`config.mk`:
```
export PLATFORM = sky130hd
export DESIGN_NAME = hub_slot_arb
export DESIGN_NICKNAME = d
export VERILOG_FILES = /design/src/rtl/hub_pkg.sv /design/src/rtl/hub_slot_mux.sv /design/src/rtl/hub_slot_arb.sv
export SDC_FILE = /design/constraint.sdc
export NUM_CORES = 1
export LEC_CHECK = 0
export ABC_AREA = 1
export ABC_CLOCK_PERIOD_IN_PS = 1500
export BUFFER_PORTS_ARGS = -buffer_cell sky130_fd_sc_hd__buf_4
export CAP_MARGIN = 20
export CORE_AREA = 2 2 212 214
export DETAILED_ROUTE_END_ITERATION = 10
export DIE_AREA = 0 0 214 216
export GPL_TIMING_DRIVEN = 0
export PLACE_DENSITY = 0.44
export REMOVE_ABC_BUFFERS = 1
export SLEW_MARGIN = 40
export SYNTH_ARGS = -nofsm -noshare
export SYNTH_HDL_FRONTEND = slang
export SYNTH_HIERARCHICAL = 1
export SYNTH_SLANG_ARGS = --single-unit
```
`constraint.sdc`:
```
create_clock -name clk_cog -period 1.5 [get_ports clk_cog]
set_clock_uncertainty 0.2 [all_clocks]
set_input_delay 0.15 -clock clk_cog [delete_from_list [all_inputs] [get_ports clk_cog]]
set_output_delay 0.15 -clock clk_cog [all_outputs]
set_load 0.005 [all_outputs]
```
`src/rtl/hub_pkg.sv`:
```
// Shared hub constants: requester count, address/data widths and derived
// slot-counter and byte-enable widths.
package hub_pkg;

  localparam int HUB_NUM_COGS = 8;
  localparam int HUB_AW       = 14;
  localparam int HUB_DW       = 32;
  localparam int HUB_BW       = HUB_DW / 8;
  localparam int HUB_SW       = $clog2(HUB_NUM_COGS);

endpackage

```
`src/rtl/hub_slot_mux.sv`:
```
// NUM_COGS:1 selector picking one cog's {w, wb, a, d} request fields by slot.
module hub_slot_mux
  import hub_pkg::*;
#(
  parameter int NUM_COGS = HUB_NUM_COGS,
  parameter int AW       = HUB_AW,
  parameter int DW       = HUB_DW,
  localparam int SW      = $clog2(NUM_COGS),
  localparam int BW      = DW / 8
) (
  input  logic [SW-1:0]          sel_i,
  input  logic [NUM_COGS-1:0]    cog_w_i,
  input  logic [NUM_COGS*BW-1:0] cog_wb_i,
  input  logic [NUM_COGS*AW-1:0] cog_a_i,
  input  logic [NUM_COGS*DW-1:0] cog_d_i,
  output logic                   sel_w_o,
  output logic [BW-1:0]          sel_wb_o,
  output logic [AW-1:0]          sel_a_o,
  output logic [DW-1:0]          sel_d_o
);

  always_comb begin
    sel_w_o  = cog_w_i[sel_i];
    sel_wb_o = cog_wb_i[sel_i*BW +: BW];
    sel_a_o  = cog_a_i[sel_i*AW +: AW];
    sel_d_o  = cog_d_i[sel_i*DW +: DW];
  end

endmodule

```
`src/rtl/hub_slot_arb.sv`:
```
// Round-robin hub slot arbiter: one cog owns the memory bus per ena_bus cycle;
// read data returns with a one-clock ack on the edge after issue.
module hub_slot_arb
  import hub_pkg::*;
#(
  parameter int NUM_COGS = HUB_NUM_COGS,
  parameter int AW       = HUB_AW,
  parameter int DW       = HUB_DW,
  localparam int SW      = $clog2(NUM_COGS),
  localparam int BW      = DW / 8
) (
  input  logic                   clk_cog,
  input  logic                   res,
  input  logic                   ena_bus,
  input  logic [NUM_COGS-1:0]    cog_req,
  input  logic [NUM_COGS-1:0]    cog_w,
  input  logic [NUM_COGS*BW-1:0] cog_wb,
  input  logic [NUM_COGS*AW-1:0] cog_a,
  input  logic [NUM_COGS*DW-1:0] cog_d,
  output logic                   mem_w,
  output logic [BW-1:0]          mem_wb,
  output logic [AW-1:0]          mem_a,
  output logic [DW-1:0]          mem_d,
  input  logic [DW-1:0]          mem_q,
  output logic [SW-1:0]          slot,
  output logic [NUM_COGS-1:0]    cog_ack,
  output logic [DW-1:0]          rdata
);

  logic [SW-1:0]       slot_q, slot_d;
  logic                pend_vld_q, pend_vld_d;
  logic [SW-1:0]       pend_cog_q, pend_cog_d;
  logic [NUM_COGS-1:0] cog_ack_q, cog_ack_d;
  logic [DW-1:0]       rdata_q, rdata_d;

  logic                iss;
  logic                sel_w;
  logic [BW-1:0]       sel_wb;
  logic [AW-1:0]       sel_a;
  logic [DW-1:0]       sel_d;

  hub_slot_mux #(
    .NUM_COGS(NUM_COGS),
    .AW      (AW),
    .DW      (DW)
  ) u_mux (
    .sel_i   (slot_q),
    .cog_w_i (cog_w),
    .cog_wb_i(cog_wb),
    .cog_a_i (cog_a),
    .cog_d_i (cog_d),
    .sel_w_o (sel_w),
    .sel_wb_o(sel_wb),
    .sel_a_o (sel_a),
    .sel_d_o (sel_d)
  );

  // Address and data follow the slot owner every cycle; only the strobes are qualified.
  always_comb begin
    iss    = ena_bus & cog_req[slot_q];
    mem_w  = iss & sel_w;
    mem_wb = iss ? sel_wb : '0;
    mem_a  = sel_a;
    mem_d  = sel_d;
  end

  always_comb begin
    slot_d     = ena_bus ? slot_q + 1'b1 : slot_q;
    pend_vld_d = iss;
    pend_cog_d = iss ? slot_q : pend_cog_q;
    cog_ack_d  = '0;
    cog_ack_d[pend_cog_q] = pend_vld_q;
    rdata_d    = pend_vld_q ? mem_q : rdata_q;
  end

  // Reset drops any in-flight access without acking it.
  always_ff @(posedge clk_cog) begin
    if (res) begin
      slot_q     <= '0;
      pend_vld_q <= 1'b0;
      pend_cog_q <= '0;
      cog_ack_q  <= '0;
      rdata_q    <= '0;
    end else begin
      slot_q     <= slot_d;
      pend_vld_q <= pend_vld_d;
      pend_cog_q <= pend_cog_d;
      cog_ack_q  <= cog_ack_d;
      rdata_q    <= rdata_d;
    end
  end

  assign slot    = slot_q;
  assign cog_ack = cog_ack_q;
  assign rdata   = rdata_q;

endmodule
```
Yosys cells after proc, flatten, opt, wreduce, memory -nomap -nowiden
Cells that the tools add are included.

Memory bits (read-only): 0. Register bits after elaboration: 47. Word-level logic and storage cells: 24. Bits in latches: 0. Input bits: 451. RAM bits: 0. Memories: 0. Output and inout bits: 94.

Eq/ne operators: 0. Divide/modulo/power cells: 0. $mul: 1. Magnitude comparators: 3. Muxes and demuxes: 7. Add/sub/neg operators: 1. Shift operators: 3. Bitwise gates (word level): 3. Reductions and logical operators: 1.

Operators with widths (count): 256-bit by 9-bit indexed part select with 32-bit output (1); 112-bit by 8-bit indexed part select with 14-bit output (1); 32-bit by 6-bit indexed part select with 4-bit output (1); 8-bit AND (1); 3-bit by 4-bit less-than comparator with 1-bit output (second input constant) (2); 1-bit binary-select mux with 3-bit select (2); 3-bit by 3-bit multiplier with 6-bit output (second input constant) (1); 4-bit 2-to-1 mux (1); 3-bit by 1-bit adder with 3-bit output (second input constant) (1); 1-bit demux with 3-bit select (1); 3-bit by 1-bit greater-or-equal comparator with 1-bit output (second input constant) (1); 1-bit 2-to-1 mux (3); 1-bit AND (2); 1-bit logical AND (1).

Depth between registers and ports, before layout
Gate-level depths: netlist of the first run.

Depth after elaboration: 5. Gate-level depth with buffers: 11.

Hierarchy
The synthesis of the first run kept the hierarchy.

By module, submodules not included: hub_slot_mux (sequential area each 0.0 um2, cells each 1356, times used 1, area an instance 5481.5 um2); hub_slot_arb (sequential area each 940.9 um2, cells each 229, times used 1, area an instance 1734.2 um2).

Worst setup path before layout of the first run
Ideal clock, no wire load.

Path kind: reg2out. Start: register slot_q[0] (netlist: slot[0]). End: output mem_wb[1]. Cell stages (with the launch flop): 12. Slack: -0.222 ns. Path buffers: 3. Required time: 1.150 ns. Data arrival time: 1.372 ns. Cells stage by stage: dfxtp_1 > buf_6 > inv_4 > buf_6 > buf_2 > nand2_1 > nand3_1 > nand2_1 > nand2_1 > nand2_1 > inv_1 > nor2_1.

RTL lines: start, declared (line hub_slot_arb.sv:30) `logic [SW-1:0] slot_q, slot_d;`; start signal, assigned (line hub_slot_arb.sv:85) `slot_q <= slot_d;`; 32-bit by 6-bit indexed part select with 4-bit output (line hub_slot_mux.sv:24) `sel_wb_o = cog_wb_i[sel_i*BW +: BW];`; named net sel_wb[1] (line hub_slot_arb.sv:38) `logic [BW-1:0] sel_wb;`; 4-bit 2-to-1 mux (line hub_slot_arb.sv:62) `mem_wb = iss ? sel_wb : '0;`; end, declared (line hub_slot_arb.sv:21) `output logic [BW-1:0] mem_wb,`.

The timed path passes the listed nets, and every way through them passes these cells. The select of a mux whose other input is x is not followed.

Worst setup path after layout of the first run
Start: register slot_q[0] (netlist: slot[0]). End: output mem_a[11].

Cells in the longest elaborated chain, start to end: 2.

RTL lines: 3-bit by 3-bit multiplier with 6-bit output (line hub_slot_mux.sv:25) `sel_a_o = cog_a_i[sel_i*AW +: AW];`; 112-bit by 8-bit indexed part select with 14-bit output (line hub_slot_mux.sv:25); end, declared (line hub_slot_arb.sv:22) `output logic [AW-1:0] mem_a,`.

No other way between the ends.

==> impl_metrics.json, run 1 <==
{
  "die-height_um": 216,
  "hold-worst-slack_ps": 204.3,
  "drt-total-wl_um": 47480,
  "dp.cells": 2642,
  "die_area_mm2": 0.04622,
  "gp_congestion": 0.8718,
  "clock.fmax_ghz": 0.4841,
  "yosysSeqAreaShare_pct": 13.04,
  "cp-start-kind": "register",
  "path_cells": "buf_4 -> buf_8 -> buf_16 -> buf_12 -> inv_12 -> nand2_1 -> nand3_2 -> nand2_1 -> nand2_1 -> nand2_1 -> buf_4",
  "n_antenna_cell": 0,
  "slowest_stage": "dfxtp_4",
  "clkSlewWorstSetupHoldPaths_ps": 70,
  "first_global_vias": 10910,
  "numCtsBuffers": 5,
  "required_ps": 1150,
  "end_kind": "primary output",
  "rsz0062_at_grt": "yes",
  "ys_types": 21,
  "vias_per_cell": 4.075,
  "syn-cell-area_mm2": 0.007216,
  "p_leak_nw": 9.131,
  "layout_commonest_cell": "nand2_1",
  "drv_cap": 0,
  "cts_sinks": 47,
  "antenna_found_initial": 0,
  "start_util_pct": 16.46,
  "grt_max_degree": 64,
  "critPathMaxFanout": 6,
  "overflow": 0,
  "drive_gt1_share_pct": 34.75,
  "dp_hpwl_um": 27500,
  "critPathArrivalTime_ps": 1720,
  "cts_tree": "built",
  "route.detailed.drc": 0,
  "fp-row-count": 77,
  "crit_family": "buffers and inverters",
  "finalCriticalPeriod_ps": 2066,
  "crit_type": "register to primary output",
  "drt-initial-drc-count": 601,
  "ir_worst_vdd_uv": 464.0,
  "ys_warn_count": 6,
  "firstDrtPassIters": 7,
  "worstMarginPinSlew_ps": 636.6,
  "layout_setup_ws_ps": -565.8,
  "area_growth_pct": 102.0,
  "port_buffers": 544,
  "fin_crit_sh_pct": 137.7,
  "status": "finished, violations left",
  "power_density_mw_per_mm2": 523.0,
  "nets": 2635,
  "cpPeakStageDelay_ps": 380,
  "critPathBufInv": 6,
  "syn_avg_cell_area_um2": 4.552,
  "cp.depth": 11,
  "core_region_area_mm2": 0.04384,
  "layout_common_cells": "628 x nand2_1, 543 x buf_4, 426 x inv_1",
  "htree_num_levels": 2,
  "io_pins": 545,
  "violations": "negative setup slack",
  "root_buffer": "clkbuf_16",
  "max_slew_margin_pct": 57.50,
  "clk_latency_ps": 300,
  "grt_pass1_wl_um": 65400,
  "hold_viol": 0,
  "grt_util_all_layers_pct": 18.44,
  "num_vias": 11310,
  "crit_path_frequent_cell": "nand2_1",
  "hold_class": "input pin to register",
  "clk_path_buf_depth": 2,
  "syn_inst": 1585,
  "wl_per_cell_um": 17.11,
  "finalNonFillerCells": 2776,
  "hold_path_depth": 4,
  "die_w_um": 214,
  "setup_viol": 56,
  "report.final.slew_viol_count": 0,
  "reg2reg_depth": 11,
  "ant_nets": 0,
  "synth-seq-cells": 47
}
==> Yosys cell counts <==
cell | count | area [µm²]
nor2_1 | 82 | 307.8
o21ai_0 | 35 | 175.2
inv_4 | 1 | 6.260
ha_1 | 1 | 12.51
buf_1 | 4 | 15.01
nand2_2 | 1 | 6.260
clkbuf_2 | 1 | 5.000
nand3_2 | 3 | 30.03
clkinv_1 | 1 | 3.750
buf_6 | 5 | 56.30
nand3_1 | 211 | 1056
a21oi_1 | 3 | 15.01
buf_4 | 14 | 105.1
nand2_1 | 679 | 2549
dfxtp_1 | 47 | 940.9
inv_2 | 1 | 3.750
a21oi_2 | 1 | 8.760
clkbuf_1 | 18 | 67.56
inv_1 | 429 | 1610
or2_0 | 1 | 6.260
buf_2 | 47 | 235.2
==> per-stage QoR <==
step                TNS, ps  cell area [µm²]  util [%]  setup WS, ps  power [mW]
finish               -27900            14580     33.25        -565.8       7.624
global route         -32720            14580     33.25        -656.1       8.152
CTS                  -27190            13840     31.57        -538.3       7.264
detailed placement   -49980            11820     26.96         -1013       4.869
global placement    -604760            11560     26.36        -10420       4.962
floorplan           -298510             6731         -         -5307       3.010
==> registers in the layout, indices dropped and copies added (netlist names) <==
name and flops:
pend_cog_q 3, rdata 32, slot 3, pend_vld_q 1
cog_ack 8
==> power breakdown <==
part	switching (mW)	total, mW	internal [mW]
logic	2.28	4.81	2.53
registers	0.0653	1.39	1.33
clock network	0.533	1.42	0.889
==> cells by family after synthesis <==
logic type / count (synthesis) / share of synthesized area, %
adders and majority gates: 1 / 0.1734
and+or+nand+nor: 977 / 54.81
AOI/OAI and AO/OA: 39 / 2.757
buffers and inverters: 521 / 29.22
DFF: 47 / 13.04
==> area by class of cell <==
class                      count  area (µm²)
clock inverter                 2       37.54
clock buffer                   6       150.1
multi-input combinational   1017        4552
fill                        4962       29260
sequential                    47       955.9
timing repair inverter        12       182.7
timing repair buffer         668        6272
tap                          592       740.7
inverter                     432        1685
==> worst register-to-register path: stages, from the launching register on <==
cell and delay [ps]:
dfxtp_4 400, buf_6 140, buf_16 160, or2_0 130
nand3_1 100, nand3_2 100, nand3_4 120, buf_4 160
buf_6 120, nand2_1 50, nand2_1 40, nor2_1 100
==> final timing paths <==
kind | slack (ps) | from | endpoint
worst min register to register | 290 | pend_cog_q[1] | cog_ack[7]
worst min-delay path | 200 | res | pend_cog_q[1]
worst max register to register | -410 | slot[0] | pend_cog_q[0]
worst max-delay path | -570 | slot[0] | mem_a[11]
==> layer usage <==
metal  share of wire [%]  routed length, µm  GRT usage [%]
met4                 3.4               1621          5.711
met5                   0                  0              0
met3                 6.7               3201          3.369
met2                  49              23460          33.58
met1                  40              19200          21.79
==> what timing repair did <==
| item | CTS | global route |
|---|---|---|
| hold buffers | 34 | 0 |
| hold endpoints to repair | 37 | 0 |
| setup endpoints to repair | 92 | 60 |
| gates cloned | 32 | 14 |
| pin swaps | 11 | 67 |
| setup buffers | 43 | 6 |
| resized for setup | 83 | 113 |
Note: power is estimated with default switching activity, not from simulation.
==> run 2, diff against run 1 <==
Settings changed: ABC_CLOCK_PERIOD_IN_PS 1500 to 1920, CORE_AREA 2 2 212 214 to 2 2 214 216, DIE_AREA 0 0 214 216 to 0 0 216 218, PLACE_DENSITY 0.44 to 0.42.
Clock period 1.5 ns to 1.92 ns, I/O delays scaled along.
==> run 2 against run 1 <==
The run still ends with negative setup slack left. Final cell count down 0.79%. Worst setup slack better by 350 ps. Worst hold slack better by 67 ps. Critical path depth decreased by 2. Non-clock buffer count fell by 28. Via count decreased by 2.6%. Utilization decreased by 2.2 points. Largest power group unchanged. Routed wire length is 1.1% lower. Sequential share of layout area up 0.29 points.
==> impl_metrics.json, run 2 (same netlist as run 1, synthesis figures left out) <==
{
  "status": "finished, violations left",
  "violations": "negative setup slack",
  "htree_num_levels": 2,
  "antenna_found_initial": 2,
  "firstDrtPassIters": 5,
  "setup_viol": 51,
  "dp_hpwl_um": 28250,
  "clk_latency_ps": 290,
  "layout_commonest_cell": "nand2_1",
  "route.detailed.drc": 0,
  "clkSlewWorstSetupHoldPaths_ps": 70,
  "io_pins": 545,
  "fp-row-count": 78,
  "regArea_um2": 955.9,
  "num_vias": 11020,
  "fin_tns_setup_ps": -6203,
  "drv_cap": 0,
  "hold_class": "input pin to register",
  "gp_congestion": 0.8383,
  "start_util_pct": 16.07,
  "cpPeakStageDelay_ps": 420,
  "path_cells": "buf_6 -> buf_16 -> buf_6 -> nand2_1 -> nand3_1 -> nand2_1 -> nand2_1 -> nand2_1 -> buf_4",
  "worstMarginPinSlew_ps": 596.6,
  "core_region_area_mm2": 0.04489,
  "wl_per_cell_um": 17.06,
  "multiInputGateArea_mm2": 0.004542,
  "largest_reg_flops": 32,
  "numCtsBuffers": 5,
  "die_w_um": 216,
  "required_ps": 1530,
  "report.final.slew_viol_count": 0,
  "overflow": 0,
  "slowest_stage": "dfxtp_4",
  "layout_setup_ws_ps": -212.3,
  "post-place-ws_ps": -475.2,
  "fin_crit_sh_pct": 111.1,
  "area_growth_pct": 93.48,
  "drt-initial-drc-count": 649,
  "grt_max_degree": 44,
  "critPathMaxFanout": 7,
  "power_density_mw_per_mm2": 404.9,
  "hold_path_depth": 7,
  "ant_nets": 0,
  "ir_worst_vdd_uv": 311.7,
  "end_kind": "primary output",
  "layout_common_cells": "632 x nand2_1, 545 x buf_4, 425 x inv_1",
  "cts_sinks": 47,
  "hold_viol": 0,
  "vias_per_cell": 4.003,
  "clk_path_buf_depth": 2,
  "grt_pass1_wl_um": 67710,
  "drive_gt1_share_pct": 33.35,
  "cts_tree": "built",
  "die_area_mm2": 0.04709,
  "die-height_um": 218,
  "design_area_mm2": 0.01396,
  "clock.fmax_ghz": 0.4690,
  "nFillCells": 5165,
  "critPathArrivalTime_ps": 1740,
  "grt_util_all_layers_pct": 19.04,
  "reg2reg_depth": 10,
  "dpl_cell_area_mm2": 0.01184,
  "nets": 2604,
  "crit_type": "register to primary output",
  "max_slew_margin_pct": 60.17,
  "root_buffer": "clkbuf_16",
  "p_leak_nw": 8.818,
  "drt-total-wl_um": 46970,
  "port_buffers": 544,
  "crit_path_frequent_cell": "nand2_1",
  "rsz0062_at_grt": "yes",
  "finalCriticalPeriod_ps": 2132,
  "first_global_vias": 10870,
  "cp-start-kind": "register"
}
[run 2: cell types whose count changed in the layout (fill, tap and decap cells not counted), moves of 3 or more]
cell,change
buf_6,-9
nor2_2,-4
nand3_2,-3
buf_8,-6
buf_12,-4
nand2_2,-9
clkbuf_16,-10
nand2_1,+4
nor2_1,+4
nand2_4,+5
[run 2: through the flow]
stage	hold WS [ps]	utilization, %	power, mW	cells
floorplan	54.44	-	2.351	1496
global placement	164.7	25.76	3.919	2640
detailed placement	175.9	26.37	3.840	2651
CTS	259.6	30.51	5.631	2754
global route	294.3	31.10	6.078	2754
finish	271.3	31.10	5.652	2754
[run 2: path summary, 6_finish.rpt]
path                 start             to  slack, ps
min reg2reg  pend_cog_q[1]     cog_ack[6]        290
min             cog_req[5]  pend_cog_q[2]        270
max reg2reg        slot[0]  pend_cog_q[0]        100
max                slot[0]      mem_a[11]       -210
[run 2: report_power, final]
part | leakage [nW] | switching, mW | total [mW] | internal [mW]
registers | 0.387 | 0.0525 | 1.09 | 1.04
clock network | 0.0804 | 0.414 | 1.03 | 0.620
logic | 8.35 | 1.72 | 3.53 | 1.81
[run 2: per-layer routing]
| layer | global-route usage, % | share of wire (%) | vias up |
|---|---|---|---|
| li1 | - | - | 5655 |
| met1 | 23.95 | 43 | 4927 |
| met2 | 34.47 | 49 | 401 |
| met3 | 2.775 | 5.8 | 41 |
| met4 | 3.676 | 1.8 | 0 |
| met5 | 0 | 0 | - |
[run 2: final cells by class]
class / count / share of cell area (%)
well taps: 600 / 5.377
flip-flops and latches: 47 / 6.847
clock inverters: 3 / 0.3316
multi-input cells: 1017 / 32.53
repair buffers: 640 / 41.01
inverters: 432 / 12.05
diodes: 1 / 0.01792
repair inverters: 9 / 0.9410
clock buffers: 5 / 0.8962
[run 2: repair_timing]
item,4_1_cts,5_1_grt
pin swaps,21,63
setup endpoints to repair,54,76
gates cloned,33,2
hold buffers,34,0
endpoints found under the hold margin,35,0
gates resized for setup,80,82
buffers inserted,28,1
[run 2: critical path: cells and delay by family, from the launching register on]
family / cells / cell delay [ps]
buffers and inverters: 4 / 620
flip-flops: 1 / 420
AND/OR/NAND/NOR: 5 / 400
==> run 3, diff against run 2 <==
Settings changed: CELL_PAD_IN_SITES_DETAIL_PLACEMENT set to 0, CELL_PAD_IN_SITES_GLOBAL_PLACEMENT set to 1, CORE_AREA 2 2 214 216 to 2 2 211 213, DIE_AREA 0 0 216 218 to 0 0 213 215, PLACE_DENSITY 0.42 to 0.64.
==> run 3 against run 2 <==
The run still ends with negative setup slack left. Critical path depth is 1 higher. Final area is 0.22% lower. Sequential cell count stayed put. Clock power is 13% lower. Register-to-register slack better by 190 ps. Power is 2.7% lower. Worst setup slack hardly changed. First-iteration DRC count is 3.5% lower. Routed wire length is 3.7% lower. Count of clock-buffer cells in the layout stayed put. Worst hold slack better by 12 ps. Combinational power hardly changed. Critical path type unchanged. Largest cell class unchanged.
==> impl_metrics.json, run 3 (same netlist as run 1, synthesis figures left out) <==
{
  "status": "finished, violations left",
  "violations": "negative setup slack",
  "power_frac_seq_pct": 19.9,
  "critPathMaxFanout": 8,
  "firstDrtPassIters": 6,
  "core_region_area_mm2": 0.04364,
  "setup_viol": 51,
  "hold_class": "input pin to register",
  "ir_worst_vdd_uv": 256.4,
  "drive_gt1_share_pct": 33.35,
  "grt_util_all_layers_pct": 18.60,
  "crit_type": "register to primary output",
  "die-height_um": 215,
  "nets": 2607,
  "p_clk_share_pct": 16.2,
  "drt-initial-drc-count": 626,
  "report.final.slew_viol_count": 0,
  "fin_util_pct": 31.92,
  "htree_num_levels": 2,
  "route.detailed.drc": 0,
  "dpl_cell_area_mm2": 0.01183,
  "fin_crit_sh_pct": 111.1,
  "gp_congestion": 0.8455,
  "power_density_mw_per_mm2": 394.7,
  "layout_common_cells": "629 x nand2_1, 548 x buf_4, 425 x inv_1",
  "rsz0062_at_grt": "yes",
  "swShare_pct": 39.07,
  "clock.fmax_ghz": 0.4690,
  "cts_tree": "built",
  "layout_commonest_cell": "nand2_1",
  "antenna_found_initial": 0,
  "end_kind": "primary output",
  "critPathArrivalTime_ps": 1740,
  "ant_nets": 0,
  "max_slew_margin_pct": 61.37,
  "num_vias": 11100,
  "clk_latency_ps": 290,
  "grt_pass1_wl_um": 64590,
  "required_ps": 1530,
  "io_pins": 545,
  "n_antenna_cell": 0,
  "grt_max_degree": 40,
  "start_util_pct": 16.53,
  "design_area_mm2": 0.01393,
  "cp-start-kind": "register",
  "wl_per_cell_um": 16.46,
  "clk_path_buf_depth": 2,
  "worstMarginPinSlew_ps": 578.6,
  "p_int_mw": 3.350,
  "numCtsBuffers": 5,
  "drv_cap": 0,
  "p_switching_mw": 2.148,
  "first_global_vias": 10820,
  "hold_viol": 0,
  "nFillCells": 5031,
  "dp_hpwl_um": 27690,
  "comb_power_share_pct": 63.9,
  "finalCriticalPeriod_ps": 2132,
  "fin_tns_setup_ps": -7155,
  "post-place-ws_ps": -458.8,
  "cts_sinks": 47,
  "vias_per_cell": 4.040,
  "area_growth_pct": 93.05,
  "die_area_mm2": 0.04580,
  "drt-total-wl_um": 45230,
  "root_buffer": "clkbuf_16",
  "largest_reg_flops": 32,
  "clkSlewWorstSetupHoldPaths_ps": 70,
  "overflow": 0,
  "p_leak_nw": 8.803,
  "layout_setup_ws_ps": -212.3,
  "port_buffers": 544,
  "fp-row-count": 77,
  "die_w_um": 213
}
run 3: power groups by stage:
stage	Sequential [mW]	Clock [mW]	Combinational, mW
finish	1.09	0.893	3.51
global route	1.10	0.964	3.85
CTS	1.09	0.910	3.37
detailed placement	1.15	0	2.67
global placement	1.30	0	2.60
floorplan	1.21	0	1.15
run 3: repair_timing:
item,4_1_cts,5_1_grt
hold endpoints to repair,35,0
setup endpoints to repair,55,52
setup buffers,30,4
pin swaps,11,47
cloned,27,6
hold buffers,34,0
resized for setup,66,93
run 3: final cells by class:
| type | count | area (µm²) | area share (%) |
|---|---|---|---|
| Tap cell | 592 | 740.7 | 5.318 |
| Timing Repair inverter | 7 | 113.9 | 0.8174 |
| Sequential cell | 47 | 955.9 | 6.862 |
| Timing Repair Buffer | 645 | 5804 | 41.67 |
| Inverter | 432 | 1677 | 12.04 |
| Multi-Input combinational cell | 1017 | 4494 | 32.26 |
| Clock inverter | 3 | 18.77 | 0.1347 |
| Clock buffer | 5 | 125.1 | 0.8982 |
run 3: metrics by stage:
stage	std cells	hold WS (ps)	total power, mW
final	2748	283.6	5.498
after CTS	2742	282.0	5.371
after global routing	2748	323.7	5.917
after detailed placement	2643	175.3	3.824
after global placement	2632	164.0	3.899
after floorplan	1496	54.44	2.351
run 3: path summary, 6_finish.rpt:
path	from	to	slack, ps	depth (start not counted)
worst min-delay path	cog_req[5]	pend_cog_q[2]	280	7
worst max-delay path	slot[0]	mem_d[27]	-210	10
worst min register to register	pend_cog_q[1]	cog_ack[7]	290	2
worst max register to register	slot[0]	slot[1]	290	6
run 3: per-layer routing:
metal	GRT usage (%)	up-vias	share of wire, %
met5	0	-	0
met4	5.664	0	3.4
met3	3.346	80	6.4
met2	33.72	428	50
met1	21.96	4924	41
li1	-	5669	-
run 3: worst max-delay path: stages (launching register included):
cell and delay, ps:
dfxtp_4 430, buf_12 160, clkinv_16 100, buf_12 160, clkbuf_16 180, nand2_4 60, nand3_2 50, nand2_1 70
nand2_1 40, nand2_1 80, buf_6 100
